File: config.mk
export PLATFORM = sky130hd
export DESIGN_NAME = gcfill
export DESIGN_NICKNAME = d
export VERILOG_FILES = /design/src/rtl/gcfill.sv
export SDC_FILE = /design/constraint.sdc
export NUM_CORES = 1
export LEC_CHECK = 0
export CAP_MARGIN = 40
export CORE_MARGIN = 3
export CORE_UTILIZATION = 40
export DETAILED_ROUTE_END_ITERATION = 6
export PLACE_DENSITY = 0.83
export SYNTH_ARGS = -nofsm -noshare
export SYNTH_HDL_FRONTEND = slang
export SYNTH_SLANG_ARGS = --single-unit
File: constraint.sdc
create_clock -name clk -period 1.93 [get_ports clk]
set_input_delay 0.386 -clock clk [delete_from_list [all_inputs] [get_ports clk]]
set_output_delay 0.386 -clock clk [all_outputs]
set_load 0.01 [all_outputs]
File: src/rtl/gcfill.sv
// gcfill: multi-channel gain-curve initialiser. Sweeps every bin of each
// channel selected by chan_mask on start and writes the gain RAM with a
// mode pattern (0 unity, 1 fill_value, 2 linear ramp, 3 mute). It writes
// the decimated display RAM in the same cycle.
// Ports: clk, rst (sync, active-high); start/mode/fill_value/chan_mask
// request; abort; busy/done status; gc_chan plus gcurve_* and gcdisp_*
// RAM write ports; gcurve_rdata read-back; verify_err sticky flag.
// Optional GCFILL_VERIFY_EN adds a read-back VERIFY pass after FILL.
module gcfill #(
  parameter int LOGFFTSIZE  = 13,
  parameter int LOGDISPSIZE = 10,
  parameter int LOGNCHAN    = 1,
  parameter int AUDIOWIDTH  = 18,
  parameter int DISPLWIDTH  = 8
) (
  input  logic                        clk,
  input  logic                        rst,
  input  logic                        start,
  input  logic [1:0]                  mode,
  input  logic [AUDIOWIDTH-1:0]       fill_value,
  input  logic [(1<<LOGNCHAN)-1:0]    chan_mask,
  input  logic                        abort,
  output logic                        busy,
  output logic                        done,
  output logic [LOGNCHAN-1:0]         gc_chan,
  output logic [LOGFFTSIZE-1:0]       gcurve_addr,
  output logic [AUDIOWIDTH-1:0]       gcurve_din,
  output logic                        gcurve_we,
  input  logic [AUDIOWIDTH-1:0]       gcurve_rdata,
  output logic [LOGDISPSIZE-1:0]      gcdisp_addr,
  output logic [DISPLWIDTH-1:0]       gcdisp_din,
  output logic                        gcdisp_we,
  output logic                        verify_err
);

  localparam int NCHAN = 1 << LOGNCHAN;
  localparam int GSH   = AUDIOWIDTH - LOGFFTSIZE;
  localparam int DSH   = LOGFFTSIZE - LOGDISPSIZE;
  localparam int VSH   = AUDIOWIDTH - DISPLWIDTH;

  localparam logic [LOGFFTSIZE-1:0] LAST = '1;
  localparam logic [LOGFFTSIZE-1:0] DMASK =
    LOGFFTSIZE'((1 << DSH) - 1);
  localparam logic [AUDIOWIDTH-1:0] UNITY =
    AUDIOWIDTH'(1) << (AUDIOWIDTH - 1);

  typedef enum logic [1:0] {
    S_IDLE,
    S_FILL,
    S_VERIFY,
    S_DRAIN
  } state_t;

  state_t state_q, state_n;

  logic [1:0]            mode_q, mode_n;
  logic [AUDIOWIDTH-1:0] fill_q, fill_n;
  logic [NCHAN-1:0]      mask_q, mask_n;

  logic                  busy_n, done_n;
  logic                  we_n, rd_n, clr_err;
  logic [LOGNCHAN-1:0]   chan_n;
  logic [LOGFFTSIZE-1:0] addr_n;
  logic [AUDIOWIDTH-1:0] gain_n;
  logic                  in_fill, last_bin;

  logic [LOGNCHAN:0]     pick_start;
  logic [LOGNCHAN:0]     pick_next;

  function automatic logic [AUDIOWIDTH-1:0] gain_of(
    input logic [1:0]            m,
    input logic [AUDIOWIDTH-1:0] f,
    input logic [LOGFFTSIZE-1:0] i
  );
    logic [AUDIOWIDTH-1:0] g;
    g = '0;
    unique case (1'b1)
      (m == 2'd0): g = UNITY;
      (m == 2'd1): g = f;
      (m == 2'd2): g = AUDIOWIDTH'(i) << GSH;
      default:     g = '0;
    endcase
    return g;
  endfunction

  // Lowest set mask bit, optionally restricted to channels above c.
  // Result MSB flags that a channel was found.
  function automatic logic [LOGNCHAN:0] pick(
    input logic [NCHAN-1:0]    m,
    input logic [LOGNCHAN-1:0] c,
    input logic                after
  );
    logic [LOGNCHAN:0] r;
    r = '0;
    for (int j = NCHAN - 1; j >= 0; j--) begin
      if (m[j] && (!after || j > int'(c)))
        r = {1'b1, LOGNCHAN'(j)};
    end
    return r;
  endfunction

  assign pick_start = pick(chan_mask, '0, 1'b0);
  assign pick_next  = pick(mask_q, gc_chan, 1'b1);
  assign last_bin   = (gcurve_addr == LAST);
  assign in_fill    = (state_q == S_FILL);

`ifdef GCFILL_VERIFY_EN
  logic [LOGNCHAN:0] pick_first;
  assign pick_first = pick(mask_q, '0, 1'b0);
`endif

  always_comb begin
    state_n = state_q;
    mode_n  = mode_q;
    fill_n  = fill_q;
    mask_n  = mask_q;
    busy_n  = 1'b0;
    done_n  = 1'b0;
    we_n    = 1'b0;
    rd_n    = 1'b0;
    clr_err = 1'b0;
    chan_n  = '0;
    addr_n  = '0;
    case (state_q)
      S_IDLE: begin
        if (start) begin
          mode_n  = mode;
          fill_n  = fill_value;
          mask_n  = chan_mask;
          clr_err = 1'b1;
          if (pick_start[LOGNCHAN]) begin
            state_n = S_FILL;
            busy_n  = 1'b1;
            we_n    = 1'b1;
            chan_n  = pick_start[LOGNCHAN-1:0];
          end else begin
            done_n  = 1'b1;
          end
        end
      end
      S_FILL, S_VERIFY: begin
        if (abort) begin
          state_n = S_IDLE;
          done_n  = 1'b1;
        end else if (!last_bin) begin
          busy_n = 1'b1;
          we_n   = in_fill;
          rd_n   = !in_fill;
          chan_n = gc_chan;
          addr_n = gcurve_addr + 1'b1;
        end else if (pick_next[LOGNCHAN]) begin
          busy_n = 1'b1;
          we_n   = in_fill;
          rd_n   = !in_fill;
          chan_n = pick_next[LOGNCHAN-1:0];
        end else if (in_fill) begin
`ifdef GCFILL_VERIFY_EN
          state_n = S_VERIFY;
          busy_n  = 1'b1;
          rd_n    = 1'b1;
          chan_n  = pick_first[LOGNCHAN-1:0];
`else
          state_n = S_IDLE;
          done_n  = 1'b1;
`endif
        end else begin
          // one extra cycle so the last read-back can be compared
          state_n = S_DRAIN;
          busy_n  = 1'b1;
        end
      end
      S_DRAIN: begin
        state_n = S_IDLE;
        done_n  = 1'b1;
      end
      default: state_n = S_IDLE;
    endcase
  end

  assign gain_n = gain_of(mode_n, fill_n, addr_n);

  always_ff @(posedge clk) begin
    if (rst) begin
      state_q     <= S_IDLE;
      mode_q      <= '0;
      fill_q      <= '0;
      mask_q      <= '0;
      busy        <= 1'b0;
      done        <= 1'b0;
      gc_chan     <= '0;
      gcurve_addr <= '0;
      gcurve_din  <= '0;
      gcurve_we   <= 1'b0;
      gcdisp_addr <= '0;
      gcdisp_din  <= '0;
      gcdisp_we   <= 1'b0;
    end else begin
      state_q     <= state_n;
      mode_q      <= mode_n;
      fill_q      <= fill_n;
      mask_q      <= mask_n;
      busy        <= busy_n;
      done        <= done_n;
      gc_chan     <= chan_n;
      gcurve_addr <= addr_n;
      gcurve_we   <= we_n;
      gcurve_din  <= we_n ? gain_n : '0;
      gcdisp_we   <= we_n && ((addr_n & DMASK) == '0);
      gcdisp_addr <= we_n ?
        LOGDISPSIZE'(addr_n >> DSH) : '0;
      gcdisp_din  <= we_n ?
        DISPLWIDTH'(gain_n >> VSH) : '0;
    end
  end

`ifdef GCFILL_VERIFY_EN
  logic                  rd_q, cmp_q;
  logic [AUDIOWIDTH-1:0] exp_q;

  // rd_q marks a read address on the bus this cycle; the RAM answers
  // one cycle later, so expected data rides along one stage behind.
  always_ff @(posedge clk) begin
    if (rst) begin
      rd_q       <= 1'b0;
      cmp_q      <= 1'b0;
      exp_q      <= '0;
      verify_err <= 1'b0;
    end else begin
      rd_q  <= rd_n;
      cmp_q <= rd_q && !abort;
      exp_q <= gain_of(mode_q, fill_q, gcurve_addr);
      if (clr_err)
        verify_err <= 1'b0;
      else if (cmp_q && (gcurve_rdata != exp_q))
        verify_err <= 1'b1;
    end
  end
`else
  logic unused_rd;
  assign unused_rd  = ^{gcurve_rdata, rd_n};
  assign verify_err = 1'b0;
`endif

endmodule

==> run metrics, run 1 <==
P_leak around 1.5 nW; Worst Setup Start Kind register; data required time at the worst endpoint about 2.2 ns; Fillers 521; reg2reg setup slack around 0.086 ns; diode count 0; net count after synthesis between 300 and 400; hold crit path type reg2reg; clock skew ~0.010 ns; TritonCTS clock tree built; Critical Path Slowest Stage Cell sky130_fd_sc_hd__dfxtp_2; number of routed nets with antenna violations 0; power density over cell area ~890 nW/um2; cell type group with the largest total delay on the critical path simple AND/OR/NAND/NOR gates; worst ir drop on vdd 548 uV; highest net fanout along the worst path 11; area enclosed by the die boundary 7700 um2; portion of the post-synthesis area used by sequential elements roughly half; H-tree lvl count 3; count of routing violations after the opening detailed-route iteration between 100 and 150; placer's final routability congestion estimate 0.806; Buffers & Inverters on Critical Path 2; vias in the first global route 2451; clock tree buffer depth 2; post-detailed-route wirelength per cell approximately 15 um; minimum period implied by the final worst setup slack between 1.5 and 2 ns; result of the run finished clean; design area approximately 4000 um2; total detailed-routing wirelength about 7000 um; Setup crit end kind register; number of synthesis warnings 0; leading cell type in the layout, fill and taps excluded sky130_fd_sc_hd__clkdlybuf4s50_1; Finish-stage setup viols 0; area of combinational cells with multiple inputs around 1200 um2; Crit path largest cell delay 0.34 ns; total number of placement rows 29; area of the mapped netlist 2670 um2; number of remaining DRC errors 0; share of the clock period used by the worst path after layout 95.6%; initial core utilization about two fifths; IO Port Bufs 79; total power draw roughly 3.6 mW; global routing usage summed across all routing layers between 10% and 20%; Root Buffer sky130_fd_sc_hd__clkbuf_8; nets ~430; crit path cell chain inv_1 -> ha_2 -> and2_4 -> o31a_1 -> or3_4 -> buf_6 -> o22a_1 -> nor2_1; # placed instances around 450; clk_lat worst skew approximately 0.34 ns; Ports 99; total via count in the routed design 2347; total negative slack 0 ns; floorplan die width 87.7 um; global-route wire length before repair 11400 um; cell count after synthesis roughly 280; Max Clock Freq 542 MHz; count of final max-slew check failures 0; FF+latch count, synth 69; type of the worst setup path reg2reg; placement-stage cell area roughly 3700 um2; Syn-to-layout area delta 49.6%; total number of clock tree sinks 69; commonest non-fill, non-tap cells in the layout sky130_fd_sc_hd__clkdlybuf4s50_1, sky130_fd_sc_hd__dfxtp_1, sky130_fd_sc_hd__nor2_1, sky130_fd_sc_hd__buf_4, sky130_fd_sc_hd__mux2i_1; initial antenna violation count 0; number of different library cells in the post-synthesis netlist 44; Initial DRT Pass Iterations 4; ratio of cells with drive above 1 in the final layout a little under a fifth; total grt overflow 0; Floorplan Core Area approximately 6400 um2; RSZ-0062 raised after global routing yes; vias per inst roughly 5.0; Die H roughly 90 um; average footprint of a synthesized cell between 9 and 10 um2; sequential cell area 1390 um2; CP Data Arrival Time roughly 2.1 ns; maximum number of pins on one net before global-route repair 29; number of standard cells in the final layout excluding fillers between 400 and 500; cts bufs inserted 9; final hold violations 0; max-cap violation count 0; sum of net half-perimeters after detailed placement ~5000 um; clock-pin slew reported for the worst setup and hold paths after clock tree synthesis 0.07 ns
area by class of cell:
| type | count | share of cell area [%] |
|---|---|---|
| flip-flops and latches | 69 | 34.7 |
| multi-input cells | 183 | 29.5 |
| repair buffers | 113 | 26.6 |
| clock buffers | 9 | 3.10 |
| clock inverters | 7 | 3.04 |
| well taps | 77 | 2.41 |
| inverters | 7 | 0.657 |
flip-flops by register name (all words and copies together), names as in the netlist, 2 cells and up:
signal and count:
fill_q 18, state_q 2, gcurve_din 18, mode_q 2
gcdisp_addr 10, gcurve_addr 13
per-layer routing:
metal	track usage (%)	share of wire (%)	routed length (um)
met5	0	0	0
met2	33.4	51	3540
met1	22.2	42	2940
met4	9.34	2.5	172
met3	3.95	4.7	326
worst paths after layout:
kind                                 start             end  cells past startpoint
worst max-delay path            state_q[1]  gcurve_din[10]                      8
worst min-delay path            fill_q[17]      fill_q[17]                      2
worst max register to register  state_q[1]  gcurve_din[10]                      8
worst min register to register  fill_q[17]      fill_q[17]                      2
report_power, final:
| part | switching, mW | total [mW] | leakage, nW | internal [mW] |
|---|---|---|---|---|
| logic | 0.289 | 0.613 | 0.809 | 0.324 |
| clock network | 0.560 | 1.42 | 0.124 | 0.865 |
| registers | 0.0239 | 1.52 | 0.563 | 1.49 |
| total | 0.872 | 3.55 | 1.50 | 2.68 |
per-stage QoR:
stage	hold WS [ns]	worst slack [ns]	utilization, %
6_report	0.455	0.0858	62.3
4_1_cts	0.456	0.00422	61.1
3_5_place_dp	0.445	-0.207	57.3
2_1_floorplan	0.431	0.0167	-
5_1_grt	0.473	-0.0318	62.3
3_3_place_gp	0.440	-0.147	57.3
cells by family (layout without fill, tap and decap cells):
| family | Yosys count | after routing | share of synthesized area (%) |
|---|---|---|---|
| adders and majority gates | 4 | 4 | 1.87 |
| and+or+nand+nor | 118 | 118 | 21.5 |
| DFF | 69 | 69 | 51.7 |
| AOI/OAI and AO/OA | 30 | 30 | 8.19 |
| muxes | 19 | 19 | 7.12 |
| xor gates and xnor gates | 11 | 11 | 3.60 |
| other | 1 | 1 | 0.140 |
| buffers and inverters | 27 | 136 | 5.85 |
synthesized netlist by cell type, drive strengths merged:
master | instances | area, um2
and4 | 1 | 8.76
xnor2 | 7 | 61.3
buf | 14 | 108
a31oi | 2 | 12.5
and2 | 4 | 27.5
inv | 7 | 26.3
or3b | 1 | 8.76
nor4 | 3 | 18.8
or2b | 1 | 7.51
ha | 4 | 50.1
nand2b | 3 | 18.8
clkbuf | 6 | 22.5
nand2 | 13 | 48.8
o31ai | 1 | 7.51
a21boi | 1 | 7.51
nand3b | 2 | 15.0
dfxtp | 69 | 1380
nor3 | 10 | 50.1
or3 | 2 | 12.5
o22a | 12 | 105
a2111oi | 1 | 8.76
conb | 1 | 3.75
o22ai | 1 | 6.26
o21ai | 2 | 10.0
mux2i | 19 | 190
nor2b | 2 | 12.5
or2 | 2 | 12.5
nand4b | 1 | 8.76
o21a | 1 | 7.51
nand3 | 4 | 20.0
and3 | 1 | 6.26
nor2 | 61 | 246
o31a | 2 | 18.8
a21oi | 7 | 35.0
xor2 | 4 | 35.0
nand4 | 5 | 37.5
nor3b | 2 | 15.0
timing repair:
action,in CTS,in global routing
hold buffers,0,0
buffers inserted,0,3
gates resized for setup,0,15
setup endpoints to repair,0,25
worst reg2reg max path: stages, from the launching register on:
cell,delay (ns)
sky130_fd_sc_hd__dfxtp_2,0.34
sky130_fd_sc_hd__inv_1,0.06
sky130_fd_sc_hd__ha_2,0.18
sky130_fd_sc_hd__and2_4,0.16
sky130_fd_sc_hd__o31a_1,0.26
sky130_fd_sc_hd__or3_4,0.33
sky130_fd_sc_hd__buf_6,0.15
sky130_fd_sc_hd__o22a_1,0.21
sky130_fd_sc_hd__nor2_1,0.10
No activity file was read; power rests on OpenSTA's default activity.
==> run 2, diff against run 1 <==
--- a/config.mk
+++ b/config.mk
@@ -7,9 +7,9 @@
 export LEC_CHECK = 0
 export CAP_MARGIN = 40
 export CORE_MARGIN = 3
-export CORE_UTILIZATION = 40
+export CORE_UTILIZATION = 44
 export DETAILED_ROUTE_END_ITERATION = 6
-export PLACE_DENSITY = 0.83
+export PLACE_DENSITY = 0.87
 export SYNTH_ARGS = -nofsm -noshare
 export SYNTH_HDL_FRONTEND = slang
 export SYNTH_SLANG_ARGS = --single-unit
==> constraint.sdc (replaced) <==
create_clock -name clk -period 1.9 [get_ports clk]
set_input_delay 0.38 -clock clk [delete_from_list [all_inputs] [get_ports clk]]
set_output_delay 0.38 -clock clk [all_outputs]
set_load 0.01 [all_outputs]
==> run 2 against run 1 <==
  * Clock power is 3% higher
  * Critical path depth did not move
  * Clock-buffer cell count unchanged
  * Largest power group unchanged
  * Flip-flop and latch count unchanged
  * Sequential share of layout area up 0.46 points
  * Critical endpoint is now gcurve_din[14]
  * Routed wire length fell by 3.9%
  * Critical path type unchanged
  * Non-clock buffer count is the same
  * Register-to-register slack got worse by 0.05 ns
  * Highest routed layer unchanged
  * Largest cell class unchanged
  * Power grew 1.4%
  * Combinational power is 1% lower
  * Cell count down 1.1%
  * First-iteration DRC count increased by 98%
==> run metrics, run 2 (synthesized netlist as in run 1, its figures left out) <==
worst hold slack 0.464 ns (+0.00938 ns); clock-pin slew reported for the worst setup and hold paths after clock tree synthesis 0.08 ns (about the same); sum of net half-perimeters after detailed placement 4820 um (-3.6%); P_leak 1.48 nW (-1.4%); total via count in the routed design 2328 (-0.81%); worst ir drop on vdd 554 uV (+1.0%); design area 3940 um2 (-1.6%); H-tree lvl count 3 (unchanged); reg2reg setup slack 0.04 ns (-0.05 ns); terminus of the critical flop-to-flop path gcurve_din[14]; TritonCTS clock tree built; switching power summed over all nets 889 uW (+1.9%); sum of met2 wire segment lengths after detailed routing 3320 um (-6.2%); Floorplan Core Area 5680 um2 (-12%); Fillers 429 (-18%); clk_lat worst skew 0.35 ns (about the same); Metal-1 WL 2920 um (-0.68%); total number of clock tree sinks 69 (unchanged); initial core utilization 47.1% (+5.5 points); number of routed nets with antenna violations 0 (unchanged); leading cell type in the layout, fill and taps excluded sky130_fd_sc_hd__clkdlybuf4s50_1; Ports 99 (unchanged); total negative slack 0 ns (unchanged); highest net fanout along the worst path 11 (unchanged); Crit path largest cell delay 0.35 ns (about the same); launching point of the worst reg2reg path state_q[1]; minimum period implied by the final worst setup slack 1.86 ns (+0.0159 ns); vias per inst 5.06 (+0.27%); cell count of the worst hold path 2 (unchanged); IO Port Bufs 79 (unchanged); final hold violations 0 (unchanged); wire length on met3 344 um (+5.5%); share of the clock period used by the worst path after layout 97.9% (+2.3 points); clock skew 0.0139 ns (+0.00352 ns); origin of the worst setup path state_q[1]; crit path cell chain inv_2 -> ha_2 -> and2_4 -> o31a_1 -> or3_1 -> buf_6 -> o22a_1 -> nor2_2; registers with the most flip-flops fill_q x18, gcurve_din x18, gcurve_addr x13; floorplan die width 83.9 um (-4.3%); reg2reg path depth 8 (unchanged); CP Data Arrival Time 2.15 ns (+0.04 ns); share of power burned in the clock network 40.5% (+0.4 points); cts bufs inserted 9 (unchanged); total detailed-routing wirelength 6710 um (-3.9%); type of the worst setup path reg2reg; clock tree buffer depth 2 (unchanged); post-detailed-route wirelength per cell 14.6 um (-2.8%); buffer count from post-CTS setup fixing 0 (unchanged); uppermost layer routed met4; Power Internal 2.71 mW (+1.2%); hold crit path type reg2reg; result of the run finished clean; area enclosed by the die boundary 7050 um2 (-8.5%); data required time at the worst endpoint 2.19 ns (about the same); count of final max-slew check failures 0 (unchanged); Root Buffer sky130_fd_sc_hd__clkbuf_8; Setup crit end kind register; ratio of cells with drive above 1 in the final layout 17.0% (-1.8 points); number of standard cells in the final layout excluding fillers 460 (-1.1%); diode count 0 (unchanged); Critical Path Slowest Stage Cell sky130_fd_sc_hd__dfxtp_2; count of cells resized by post-cts repair 0 (unchanged); maximum number of pins on one net before global-route repair 29 (unchanged); Worst Setup Start Kind register; global-route wire length before repair 10900 um (-4.0%); max-cap violation count 0 (unchanged); sequential share of power 42.7% (about the same); nets 431 (unchanged); startpoint of the lowest-slack hold path mask_q[1]; placement-stage cell area 3680 um2 (+0.14%); Endpoint, Worst Hold mask_q[1]; Syn-to-layout area delta 47.3%; hold_buf cts 0 (unchanged); Finish-stage setup viols 0 (unchanged); power density over cell area 915 nW/um2 (+3.0%); combinational cell fraction of total power 16.8% (-0.4 points); Initial DRT Pass Iterations 4 (unchanged); Max Clock Freq 538 MHz (-0.85%); global routing usage summed across all routing layers 19.6% (+0.45 points); proportion of total power due to net switching 24.7% (+0.13 points); number of remaining DRC errors 0 (unchanged); # placed instances 444 (-0.45%); total number of placement rows 27 (-6.9%); count of routing violations after the opening detailed-route iteration 202 (+98%); commonest non-fill, non-tap cells in the layout sky130_fd_sc_hd__clkdlybuf4s50_1, sky130_fd_sc_hd__dfxtp_1, sky130_fd_sc_hd__nor2_1, sky130_fd_sc_hd__buf_4, sky130_fd_sc_hd__mux2i_1; placer's final routability congestion estimate 0.844 (+4.8%); vias in the first global route 2259 (-7.8%); total grt overflow 0 (unchanged); initial antenna violation count 0 (unchanged); Die H 83.9 um (-4.3%)
-- run 2: how the worst max path moves through the flow --
stage | endpoint | slack (ns) | cells past startpoint
after floorplan | gcurve_din[9] | 0.02 | 9
after global placement | gcurve_din[9] | -0.13 | 7
after detailed placement | gcurve_din[7] | -0.19 | 8
after CTS | gcurve_din[14] | 0.01 | 8
after global routing | gcurve_din[14] | -0.02 | 8
final | gcurve_din[14] | 0.04 | 8
-- run 2: stage by stage --
step | power (mW) | setup slack, ns | util, %
after global routing | 3.75 | -0.0197 | 69.4
after CTS | 3.62 | 0.0124 | 69.2
after global placement | 2.15 | -0.134 | 64.9
final | 3.60 | 0.0399 | 69.4
after floorplan | 1.91 | 0.0204 | -
after detailed placement | 2.17 | -0.189 | 64.9
-- run 2: layer usage --
metal | up-vias | GRT usage, %
met5 | - | 0
met4 | 0 | 8.77
met3 | 14 | 5.13
li1 | 1147 | -
met1 | 1092 | 24.2
met2 | 75 | 32.0
-- run 2: final cells by class --
| type | instances | area [um2] | area share (%) |
|---|---|---|---|
| Clock buffer | 9 | 124 | 3.15 |
| Clock inverter | 7 | 123 | 3.12 |
| Inverter | 7 | 26.3 | 0.668 |
| Multi-Input combinational cell | 183 | 1140 | 29.0 |
| Sequential cell | 69 | 1380 | 35.2 |
| Tap cell | 72 | 90.1 | 2.29 |
| Timing Repair Buffer | 113 | 1050 | 26.7 |
-- run 2: power groups by stage --
stage / clock network [mW] / registers (mW) / logic [mW]
2_1_floorplan: 0 / 1.58 / 0.321
3_3_place_gp: 0 / 1.57 / 0.581
3_5_place_dp: 0 / 1.57 / 0.597
4_1_cts: 1.48 / 1.54 / 0.602
5_1_grt: 1.54 / 1.55 / 0.660
6_report: 1.46 / 1.54 / 0.605
-- run 2: critical path, delay by kind of cell, from the launching register on --
| kind | cells | cell delay (ns) |
|---|---|---|
| simple gates | 3 | 0.59 |
| compound gates | 2 | 0.48 |
| flops | 1 | 0.35 |
| buf+inv | 2 | 0.20 |
| fa+ha+maj | 1 | 0.18 |
==> RTL edit (config.mk and constraints of run 1) <==
Build with the macro `GCFILL_VERIFY_EN` defined.
--- a/src/rtl/gcfill.sv
+++ b/src/rtl/gcfill.sv
@@ -6,6 +6,8 @@
 // request; abort; busy/done status; gc_chan plus gcurve_* and gcdisp_*
 // RAM write ports; gcurve_rdata read-back; verify_err sticky flag.
 // Optional GCFILL_VERIFY_EN adds a read-back VERIFY pass after FILL.
+`define GCFILL_VERIFY_EN
+
 module gcfill #(
   parameter int LOGFFTSIZE  = 13,
   parameter int LOGDISPSIZE = 10,
Formal check against the unedited RTL: same outputs for any inputs over 10 cycles, from zero or initial values and one cycle with rst high; that may be too few to reach the edited logic, so the function may still have changed.
==> RTL edit against run 1 <==
  * Area after synthesis grew 47%
  * Sequential cell count grew 22
  * Synthesized cell count grew 49%
  * Die area grew 43%
  * First-iteration DRC count grew to 3.1 times the old value
  * Cell count grew 43%
  * Worst setup slack gained 0.015 ns
  * Total power grew 9.3%
  * Cell area grew 36%
  * Highest routed layer is now met5
  * Wire length grew 60%
  * Hold slack gained 0.015 ns
==> RTL edit: results (changes against run 1) <==
Switching Share 25.4% (+0.89 points); Peak VDD IR 0.349 mV (-36%); Critical Path AT 1.44 ns (-0.67 ns); Post-DP Area 5220 um2 (+42%); Tmin final 1.83 ns (-0.0151 ns); met2 Usage GRT 34.0% (+0.60 points); # fillers 818 (+57%); routed len/inst 16.8 um (+12%); Iteration-0 DRC Markers 313 (+210%); met2 WL 5370 um (+52%); # clk buffers 11 (+2); met3 wire length 687 um (+110%); non-clk buf share 24.2% (-2.3 points); Layout clock area frac 3.53% (-2.6 points); registers with the most flip-flops exp_q (18), fill_q (18), gcurve_din (18); first-pass GRT wire length 18300 um (+61%); Multi-In Gates 279 (+52%); status finished clean; Buffers excl. clock 140 (+24%); sequential cell area share 33.4% (-1.3 points); Final #Nets 580 (+35%); syn nets 464 (+42%); first-pass iteration count of the detailed router 5 (+1); Crit. Startpoint gcurve_addr[5]; RR Startpoint gcurve_addr[1]; multi-input combinational area share 35.2% (+5.7 points); initial antenna violation count 1 (+1); core area 9370 um2 (+46%); Post-Synthesis Cells 415 (+49%); crit path max fanout 8 (-3); FF-to-FF setup slack 0.11 ns (+0.02 ns); worst hold margin 0.470 ns (+0.0154 ns); worst r2r path cells 4 (-4); Lkg Pwr 1.99 nW (+33%); R2R Path End rd_q; Netlist cell types 59 (+34%); detailed-placement wirelength estimate 8520 um (+70%); sequential area share after synthesis 46.5% (-5.2 points); post-route insts no fill 664 (+43%); GR Util All Layers 20.4% (+1.3 points); M1 WL 4780 um (+62%); largest net degree at the start of global routing 23 (-21%); Port Buffers 98 (+24%); synth cell count leaders dfxtp_1, nor2_1, nand2_1; M1 GR Usage 25.6% (+3.3 points); DR top layer met5; Non-CTS inverters 10 (+3); share of cells above drive strength 1 16.3% (-2.6 points); Area contributors post-synth dfxtp_1, nor2_1, xnor2_1, mux2_2, a211oi_1
-- RTL edit: cell families after synthesis --
logic type / count (synthesis) / share of synthesized area, %
muxes: 18 / 4.92
buffers and inverters: 45 / 5.40
xor gates and xnor gates: 24 / 5.36
and+or+nand+nor: 157 / 21.8
AOI/OAI and AO/OA: 75 / 14.4
DFF: 91 / 46.5
adders and majority gates: 5 / 1.60
-- RTL edit: power groups by stage --
stage / clock, W / combinational [W] / sequential, W
final: 0.00126 / 0.000649 / 0.00197
after global routing: 0.00135 / 0.000702 / 0.00198
after CTS: 0.00128 / 0.000629 / 0.00197
after detailed placement: 0 / 0.000623 / 0.00201
after global placement: 0 / 0.000608 / 0.00201
after floorplan: 0 / 0.000332 / 0.00201
-- RTL edit: critical path: stages (launching register included) --
cell             delay, ns
dfxtp_1               0.36
buf_4                 0.18
clkdlybuf4s50_1       0.55
-- RTL edit: repair_timing --
item	4_1_cts	5_1_grt
setup endpoints to repair	0	21
setup buffers	0	1
resized for setup	0	6
endpoints found under the hold margin	0	0
